===== src/rtl/advanced_fifo_pkg.sv =====
// advanced_fifo_pkg: shared defaults, width helper and error-flag payload
// for the advanced FIFO and its storage.
package advanced_fifo_pkg;

  localparam int unsigned DEFAULT_WIDTH = 8;
  localparam int unsigned DEFAULT_DEPTH = 4;

  // Bits needed to encode 'count' distinct values; never less than one bit.
  function automatic int unsigned width_for(input int unsigned count);
    return (count <= 1) ? 1 : $clog2(count);
  endfunction

  // Sticky error flags held by the controller.
  typedef struct packed {
    logic overflow;
    logic underflow;
  } fifo_errors_t;

endpackage


===== src/rtl/advanced_fifo_controller.sv =====
// advanced_fifo_controller: pointers, level, status and sticky error flags
// for the advanced FIFO, driving an external dual-port memory.
// Ports:
//   clock, resetn                       clock and synchronous active-low reset
//   flush                               discard all contents
//   write_enable/write_data             push request
//   read_enable                         pop request
//   clear_errors                        clear sticky flags
//   almost_full/empty_threshold         programmable thresholds
//   full/almost_full/empty/almost_empty status from registered level
//   level                               occupancy 0..DEPTH
//   overflow/underflow                  sticky error flags
//   read_data                           head word (from memory)
//   mem_*                               memory write/read port
module advanced_fifo_controller
  import advanced_fifo_pkg::*;
#(
  parameter int unsigned WIDTH       = DEFAULT_WIDTH,
  parameter int unsigned DEPTH       = DEFAULT_DEPTH,
  localparam int unsigned DEPTH_LOG2  = width_for(DEPTH),
  localparam int unsigned LEVEL_WIDTH = width_for(DEPTH + 1)
) (
  input  logic                   clock,
  input  logic                   resetn,
  input  logic                   flush,
  input  logic                   write_enable,
  input  logic [WIDTH-1:0]       write_data,
  input  logic                   read_enable,
  input  logic                   clear_errors,
  input  logic [LEVEL_WIDTH-1:0] almost_full_threshold,
  input  logic [LEVEL_WIDTH-1:0] almost_empty_threshold,
  output logic                   full,
  output logic                   almost_full,
  output logic                   empty,
  output logic                   almost_empty,
  output logic [LEVEL_WIDTH-1:0] level,
  output logic                   overflow,
  output logic                   underflow,
  output logic [WIDTH-1:0]       read_data,
  output logic                   mem_write_enable,
  output logic [DEPTH_LOG2-1:0]  mem_write_address,
  output logic [WIDTH-1:0]       mem_write_data,
  output logic                   mem_read_enable,
  output logic [DEPTH_LOG2-1:0]  mem_read_address,
  input  logic [WIDTH-1:0]       mem_read_data
);

  logic [DEPTH_LOG2-1:0]  write_ptr;
  logic [DEPTH_LOG2-1:0]  read_ptr;
  logic [LEVEL_WIDTH-1:0] level_q;
  fifo_errors_t           errors_q;
  fifo_errors_t           errors_set_c;
  logic                   read_accept_c;
  logic                   write_accept_c;

  // Pointers wrap by compare so non-power-of-two depths work.
  function automatic logic [DEPTH_LOG2-1:0] next_ptr(input logic [DEPTH_LOG2-1:0] ptr);
    return (ptr == DEPTH_LOG2'(DEPTH - 1)) ? '0 : ptr + DEPTH_LOG2'(1);
  endfunction

  // Status and accept decode from the registered level only.
  always_comb begin
    empty          = (level_q == '0);
    full           = (level_q == LEVEL_WIDTH'(DEPTH));
    almost_full    = (level_q >= almost_full_threshold);
    almost_empty   = (level_q <= almost_empty_threshold);
    read_accept_c  = read_enable & ~empty & ~flush;
    // A pop in the same cycle frees the slot a full FIFO needs.
    write_accept_c = write_enable & (~full | read_accept_c) & ~flush;
    errors_set_c.overflow  = ~flush & write_enable & full & ~read_accept_c;
    errors_set_c.underflow = ~flush & read_enable & empty;
  end

  // Pointer, level and sticky-flag state.
  always_ff @(posedge clock) begin
    if (!resetn) begin
      write_ptr <= '0;
      read_ptr  <= '0;
      level_q   <= '0;
      errors_q  <= '0;
    end else begin
      if (flush) begin
        write_ptr <= '0;
        read_ptr  <= '0;
        level_q   <= '0;
      end else begin
        if (write_accept_c) begin
          write_ptr <= next_ptr(write_ptr);
        end
        if (read_accept_c) begin
          read_ptr <= next_ptr(read_ptr);
        end
        case ({write_accept_c, read_accept_c})
          2'b10:   level_q <= level_q + LEVEL_WIDTH'(1);
          2'b01:   level_q <= level_q - LEVEL_WIDTH'(1);
          default: level_q <= level_q;
        endcase
      end
      // A new error in the same cycle as clear_errors wins.
      errors_q.overflow  <= (errors_q.overflow  & ~clear_errors) | errors_set_c.overflow;
      errors_q.underflow <= (errors_q.underflow & ~clear_errors) | errors_set_c.underflow;
    end
  end

  assign level             = level_q;
  assign overflow          = errors_q.overflow;
  assign underflow         = errors_q.underflow;
  assign mem_write_enable  = write_accept_c;
  assign mem_write_address = write_ptr;
  assign mem_write_data    = write_data;
  assign mem_read_enable   = ~empty;
  assign mem_read_address  = read_ptr;
  assign read_data         = mem_read_data;

endmodule


===== src/rtl/simple_dual_port_ram.sv =====
// simple_dual_port_ram: one write port, one read port, single clock.
// Ports:
//   clock                               sole clock
//   write_enable/write_address/write_data  synchronous write port
//   read_enable/read_address            read port controls
//   read_data                           read word (combinational or registered)
module simple_dual_port_ram
  import advanced_fifo_pkg::*;
#(
  parameter int unsigned WIDTH           = DEFAULT_WIDTH,
  parameter int unsigned DEPTH           = DEFAULT_DEPTH,
  parameter bit          REGISTERED_READ = 1'b0,
  localparam int unsigned ADDR_WIDTH     = width_for(DEPTH)
) (
  input  logic                  clock,
  input  logic                  write_enable,
  input  logic [ADDR_WIDTH-1:0] write_address,
  input  logic [WIDTH-1:0]      write_data,
  input  logic                  read_enable,
  input  logic [ADDR_WIDTH-1:0] read_address,
  output logic [WIDTH-1:0]      read_data
);

  logic [WIDTH-1:0] mem [DEPTH];

  // Write port.
  always_ff @(posedge clock) begin
    if (write_enable) begin
      mem[write_address] <= write_data;
    end
  end

  // Read port: registered or plain combinational lookup.
  generate
    if (REGISTERED_READ) begin : g_registered_read
      logic [WIDTH-1:0] read_q;
      always_ff @(posedge clock) begin
        if (read_enable) begin
          read_q <= mem[read_address];
        end
      end
      assign read_data = read_q;
    end else begin : g_comb_read
      // Output forced to zero when not enabled so it is deterministic.
      assign read_data = read_enable ? mem[read_address] : '0;
    end
  endgenerate

endmodule


===== src/rtl/advanced_fifo.sv =====
// advanced_fifo: single-clock FIFO with any depth >= 2, occupancy level,
// programmable almost-full/almost-empty thresholds, synchronous flush and
// sticky overflow/underflow flags.
// Ports:
//   clock, resetn                     clock and synchronous active-low reset
//   flush                             discard all contents this cycle
//   write_enable, write_data          push request and word
//   read_enable                       pop request
//   read_data                         head word, valid while empty is 0
//   full, almost_full, empty, almost_empty, level   occupancy status
//   almost_full/empty_threshold       programmable thresholds
//   overflow, underflow, clear_errors sticky error flags and their clear
module advanced_fifo
  import advanced_fifo_pkg::*;
#(
  parameter int unsigned WIDTH       = DEFAULT_WIDTH,
  parameter int unsigned DEPTH       = DEFAULT_DEPTH,
  localparam int unsigned DEPTH_LOG2  = width_for(DEPTH),
  localparam int unsigned LEVEL_WIDTH = width_for(DEPTH + 1)
) (
  input  logic                   clock,
  input  logic                   resetn,
  input  logic                   flush,
  input  logic                   write_enable,
  input  logic [WIDTH-1:0]       write_data,
  output logic                   full,
  output logic                   almost_full,
  input  logic                   read_enable,
  output logic [WIDTH-1:0]       read_data,
  output logic                   empty,
  output logic                   almost_empty,
  output logic [LEVEL_WIDTH-1:0] level,
  input  logic [LEVEL_WIDTH-1:0] almost_full_threshold,
  input  logic [LEVEL_WIDTH-1:0] almost_empty_threshold,
  output logic                   overflow,
  output logic                   underflow,
  input  logic                   clear_errors
);

  logic                  mem_write_enable;
  logic [DEPTH_LOG2-1:0] mem_write_address;
  logic [WIDTH-1:0]      mem_write_data;
  logic                  mem_read_enable;
  logic [DEPTH_LOG2-1:0] mem_read_address;
  logic [WIDTH-1:0]      mem_read_data;

  advanced_fifo_controller #(
    .WIDTH (WIDTH),
    .DEPTH (DEPTH)
  ) u_controller (
    .clock                  (clock),
    .resetn                 (resetn),
    .flush                  (flush),
    .write_enable           (write_enable),
    .write_data             (write_data),
    .read_enable            (read_enable),
    .clear_errors           (clear_errors),
    .almost_full_threshold  (almost_full_threshold),
    .almost_empty_threshold (almost_empty_threshold),
    .full                   (full),
    .almost_full            (almost_full),
    .empty                  (empty),
    .almost_empty           (almost_empty),
    .level                  (level),
    .overflow               (overflow),
    .underflow              (underflow),
    .read_data              (read_data),
    .mem_write_enable       (mem_write_enable),
    .mem_write_address      (mem_write_address),
    .mem_write_data         (mem_write_data),
    .mem_read_enable        (mem_read_enable),
    .mem_read_address       (mem_read_address),
    .mem_read_data          (mem_read_data)
  );

  // Unregistered read so the head word is visible in the cycle it becomes head.
  simple_dual_port_ram #(
    .WIDTH           (WIDTH),
    .DEPTH           (DEPTH),
    .REGISTERED_READ (1'b0)
  ) u_ram (
    .clock         (clock),
    .write_enable  (mem_write_enable),
    .write_address (mem_write_address),
    .write_data    (mem_write_data),
    .read_enable   (mem_read_enable),
    .read_address  (mem_read_address),
    .read_data     (mem_read_data)
  );

endmodule


===== config.mk =====
export PLATFORM = sky130hd
export DESIGN_NAME = advanced_fifo
export DESIGN_NICKNAME = d
export VERILOG_FILES = /design/src/rtl/advanced_fifo_pkg.sv /design/src/rtl/advanced_fifo_controller.sv /design/src/rtl/simple_dual_port_ram.sv /design/src/rtl/advanced_fifo.sv
export SDC_FILE = /design/constraint.sdc
export NUM_CORES = 1
export LEC_CHECK = 0
export ABC_AREA = 1
export BUFFER_PORTS_ARGS = -buffer_cell sky130_fd_sc_hd__clkbuf_2
export CAP_MARGIN = 20
export CORE_AREA = 5 5 90 92
export CTS_CLUSTER_DIAMETER = 150
export CTS_CLUSTER_SIZE = 25
export DETAILED_ROUTE_END_ITERATION = 7
export DIE_AREA = 0 0 95 97
export PLACE_DENSITY = 0.61
export SYNTH_ARGS = -nofsm -noshare
export SYNTH_HDL_FRONTEND = slang
export SYNTH_SLANG_ARGS = --single-unit

===== constraint.sdc =====
create_clock -name clock -period 1.8 [get_ports clock]
set_input_delay 0.36 -clock clock [delete_from_list [all_inputs] [get_ports clock]]
set_output_delay 0.36 -clock clock [all_outputs]
set_load 0.02 [all_outputs]

==> flow_metrics.env <==
export IMPL_diodes=0
export IMPL_yosysWarnings=0
export IMPL_endpoint_kind="output port"
export IMPL_p_leak_nw=1.14
export IMPL_final_common_cell="edfxtp_1"
export IMPL_fin_hold_ws_ps=286
export IMPL_dr_pass1_iters=4
export IMPL_chipWidth_um=95
export IMPL_drtIter0Drc=32
export IMPL_seq_power_share_pct=49.8
export IMPL_synth_cells=200
export IMPL_cts_made_buffers=5
export IMPL_antenna_left=0
export IMPL_final_cell_mix="edfxtp_1, clkbuf_2, nor2_1, buf_4, inv_1"
export IMPL_setup_viol=0
export IMPL_switching_power_mw=0.448
export IMPL_area_growth_pct=36.2
export IMPL_worstMarginPinSlew_ps=275
export IMPL_wl_per_cell_um=11.9
export IMPL_post_route_period_util_pct=99.4
export IMPL_drc=0
export IMPL_critPathMaxFanout=7
export IMPL_p_comb_share_pct=11.0
export IMPL_dr_total_vias=1528
export IMPL_synth_seq_cells=43
export IMPL_seq_area_frac_synth_pct=57.0
export IMPL_r2r_end="u_controller.level[2]"
export IMPL_tritoncts="yes"
export IMPL_holdBufCountCts=0
export IMPL_synth_cell_types=24
export IMPL_clkSinkCount=43
export IMPL_start_kind="register"
export IMPL_hold_viol=0
export IMPL_antenna_found_initial=0
export IMPL_fin_nets=293
export IMPL_insertion_delay_ps=280
export IMPL_h_tree_depth=2
export IMPL_ir_drop_mv=0.440
export IMPL_place_congestion=0.681
export IMPL_hold_start="write_data[7]"
export IMPL_rsz0062_at_grt="yes"
export IMPL_placementRows=31
export IMPL_grt_start_max_net_pins=17
export IMPL_clock_path_buffers=2
export IMPL_final_fill_count=720
export IMPL_power_mw=2.19
export IMPL_maxCapViolCount=0
export IMPL_totalWireLength_um=4300
export IMPL_synth_area_per_cell_um2=10.4
export IMPL_status="complete, no violations"
export IMPL_clock_fmax_mhz=559
export IMPL_power_density_mw_per_mm2=774
export IMPL_io_buffers=36
export IMPL_die_area_mm2=0.00922
export IMPL_ff2ff_setup_slack_ps=70
export IMPL_swShare_pct=20.5
export IMPL_start_util_pct=29.0
export IMPL_dp_hpwl_um=3070
export IMPL_clockPowerShare_pct=39.2
export IMPL_tns_ps=0
export IMPL_setup_worst_path_class="register to output port"
export IMPL_routed_via_density=4.24
export IMPL_slew_headroom_pct=81.6
export IMPL_placed_area_mm2=0.00246
export IMPL_syn_cell_area_mm2=0.00207
export IMPL_drive_gt1_share_pct=45.6
export IMPL_worst_ep_arrival_time_ps=1430
export IMPL_io_pins=37
export IMPL_crit_required_ps=1440
export IMPL_clk_pin_slew_ps=80
export IMPL_grt_pass1_wl_um=7090
export IMPL_overflow=0
export IMPL_crit_path_end="read_data[2]"
export IMPL_fin_skew_ps=3.73
export IMPL_hold_class="input pin to register"
export IMPL_design_area_mm2=0.00282
export IMPL_die_y_um=97
export IMPL_grt_pass1_vias=1535
export IMPL_grtUsageTotal_pct=9.92
export IMPL_root_buffer="clkbuf_8"
export IMPL_core_area_mm2=0.00714
export IMPL_rr_worst_depth=13
export IMPL_period_needed_ps=1790
export IMPL_maxSlewViolCount=0
export IMPL_postLayoutCoreUtil_pct=39.6
export IMPL_p_int_mw=1.74
export IMPL_syn_nets=233
export IMPL_reg2reg_from="u_controller.level[1]"
-- kinds of logic (layout without fill, tap and decap cells) --
group	Yosys count	count (layout)	synth area share, %
compound gates	38	38	9.48
fa+ha+maj	13	13	8.21
flops	43	43	57.0
simple gates	73	73	17.4
buf+inv	33	94	7.91
-- critical path: stages, from the launching register on --
cell and delay [ps]:
dfxtp_4 420, buf_6 140, nor2_1 40, nor2_1 80, o21ai_0 80, a21oi_1 200
buf_4 180
-- sequential cells by signal (all words and copies together) (netlist names), named ones only --
register                        count
u_controller.level                  3
u_controller.mem_read_address       2
u_controller.mem_write_address      2
u_controller.overflow               1
u_controller.underflow              1
u_ram.mem                          32
-- worst min path at each step --
stage	endpoint	slack, ps	cells after the start
floorplan	register	460	2
global placement	u_controller.overflow	470	2
detailed placement	u_controller.underflow	470	2
CTS	u_ram.mem[3][7]	280	1
global route	u_ram.mem[3][7]	280	1
finish	u_ram.mem[3][7]	290	1
-- power by group through the flow --
stage | Clock [mW] | Combinational, mW | Sequential (mW)
5_1_grt | 0.931 | 0.268 | 1.09
3_3_place_gp | 0 | 0.200 | 1.11
4_1_cts | 0.879 | 0.219 | 1.09
2_1_floorplan | 0 | 0.114 | 1.12
3_5_place_dp | 0 | 0.205 | 1.11
6_report | 0.856 | 0.241 | 1.09
-- stage by stage --
step | setup slack (ps) | std cells
after floorplan | 74.0 | 200
after global placement | -29.4 | 348
final | 10.8 | 360
after global routing | -40.3 | 360
after CTS | -32.1 | 358
after detailed placement | -92.1 | 348
-- cells in the mapped netlist --
cell,instances,area [um2]
a21oi_1,16,80.1
dfxtp_1,11,220
nor3_2,1,10.0
edfxtp_1,32,961
ha_1,12,150
o21ai_0,9,45.0
nor2_1,29,109
nand3_1,7,35.0
inv_1,22,82.6
inv_2,6,22.5
nand2_2,3,18.8
nand3_4,1,17.5
o211ai_1,1,7.51
inv_6,1,8.76
o21ai_1,11,55.1
buf_12,1,20.0
nand2_4,1,11.3
fa_1,1,20.0
a21oi_2,1,8.76
nor2_4,1,11.3
buf_6,2,22.5
buf_4,1,7.51
nor2_2,14,87.6
nand2_1,16,60.1
-- final cells by class --
type / count / area [um2] / share of cell area (%)
Sequential cell: 43 / 1190 / 42.3
Multi-Input combinational cell: 124 / 862 / 30.5
Timing Repair Buffer: 57 / 389 / 13.8
Tap cell: 99 / 124 / 4.39
Inverter: 29 / 121 / 4.30
Clock buffer: 6 / 72.6 / 2.57
Clock inverter: 2 / 60.1 / 2.13
-- repair_timing --
action                     in CTS  in global routing
setup buffers                   2                  2
resized for setup              13                 49
setup endpoints to repair      10                 11
pin swaps                       2                 22
-- routing by layer --
layer | GRT usage (%) | vias up | wire, um
met3 | 3.18 | 4 | 287
met2 | 17.5 | 44 | 2240
met5 | 0 | - | 0
met1 | 11.4 | 698 | 1730
met4 | 2.66 | 0 | 39
li1 | - | 782 | -
Power figures use the tool's default switching activity.
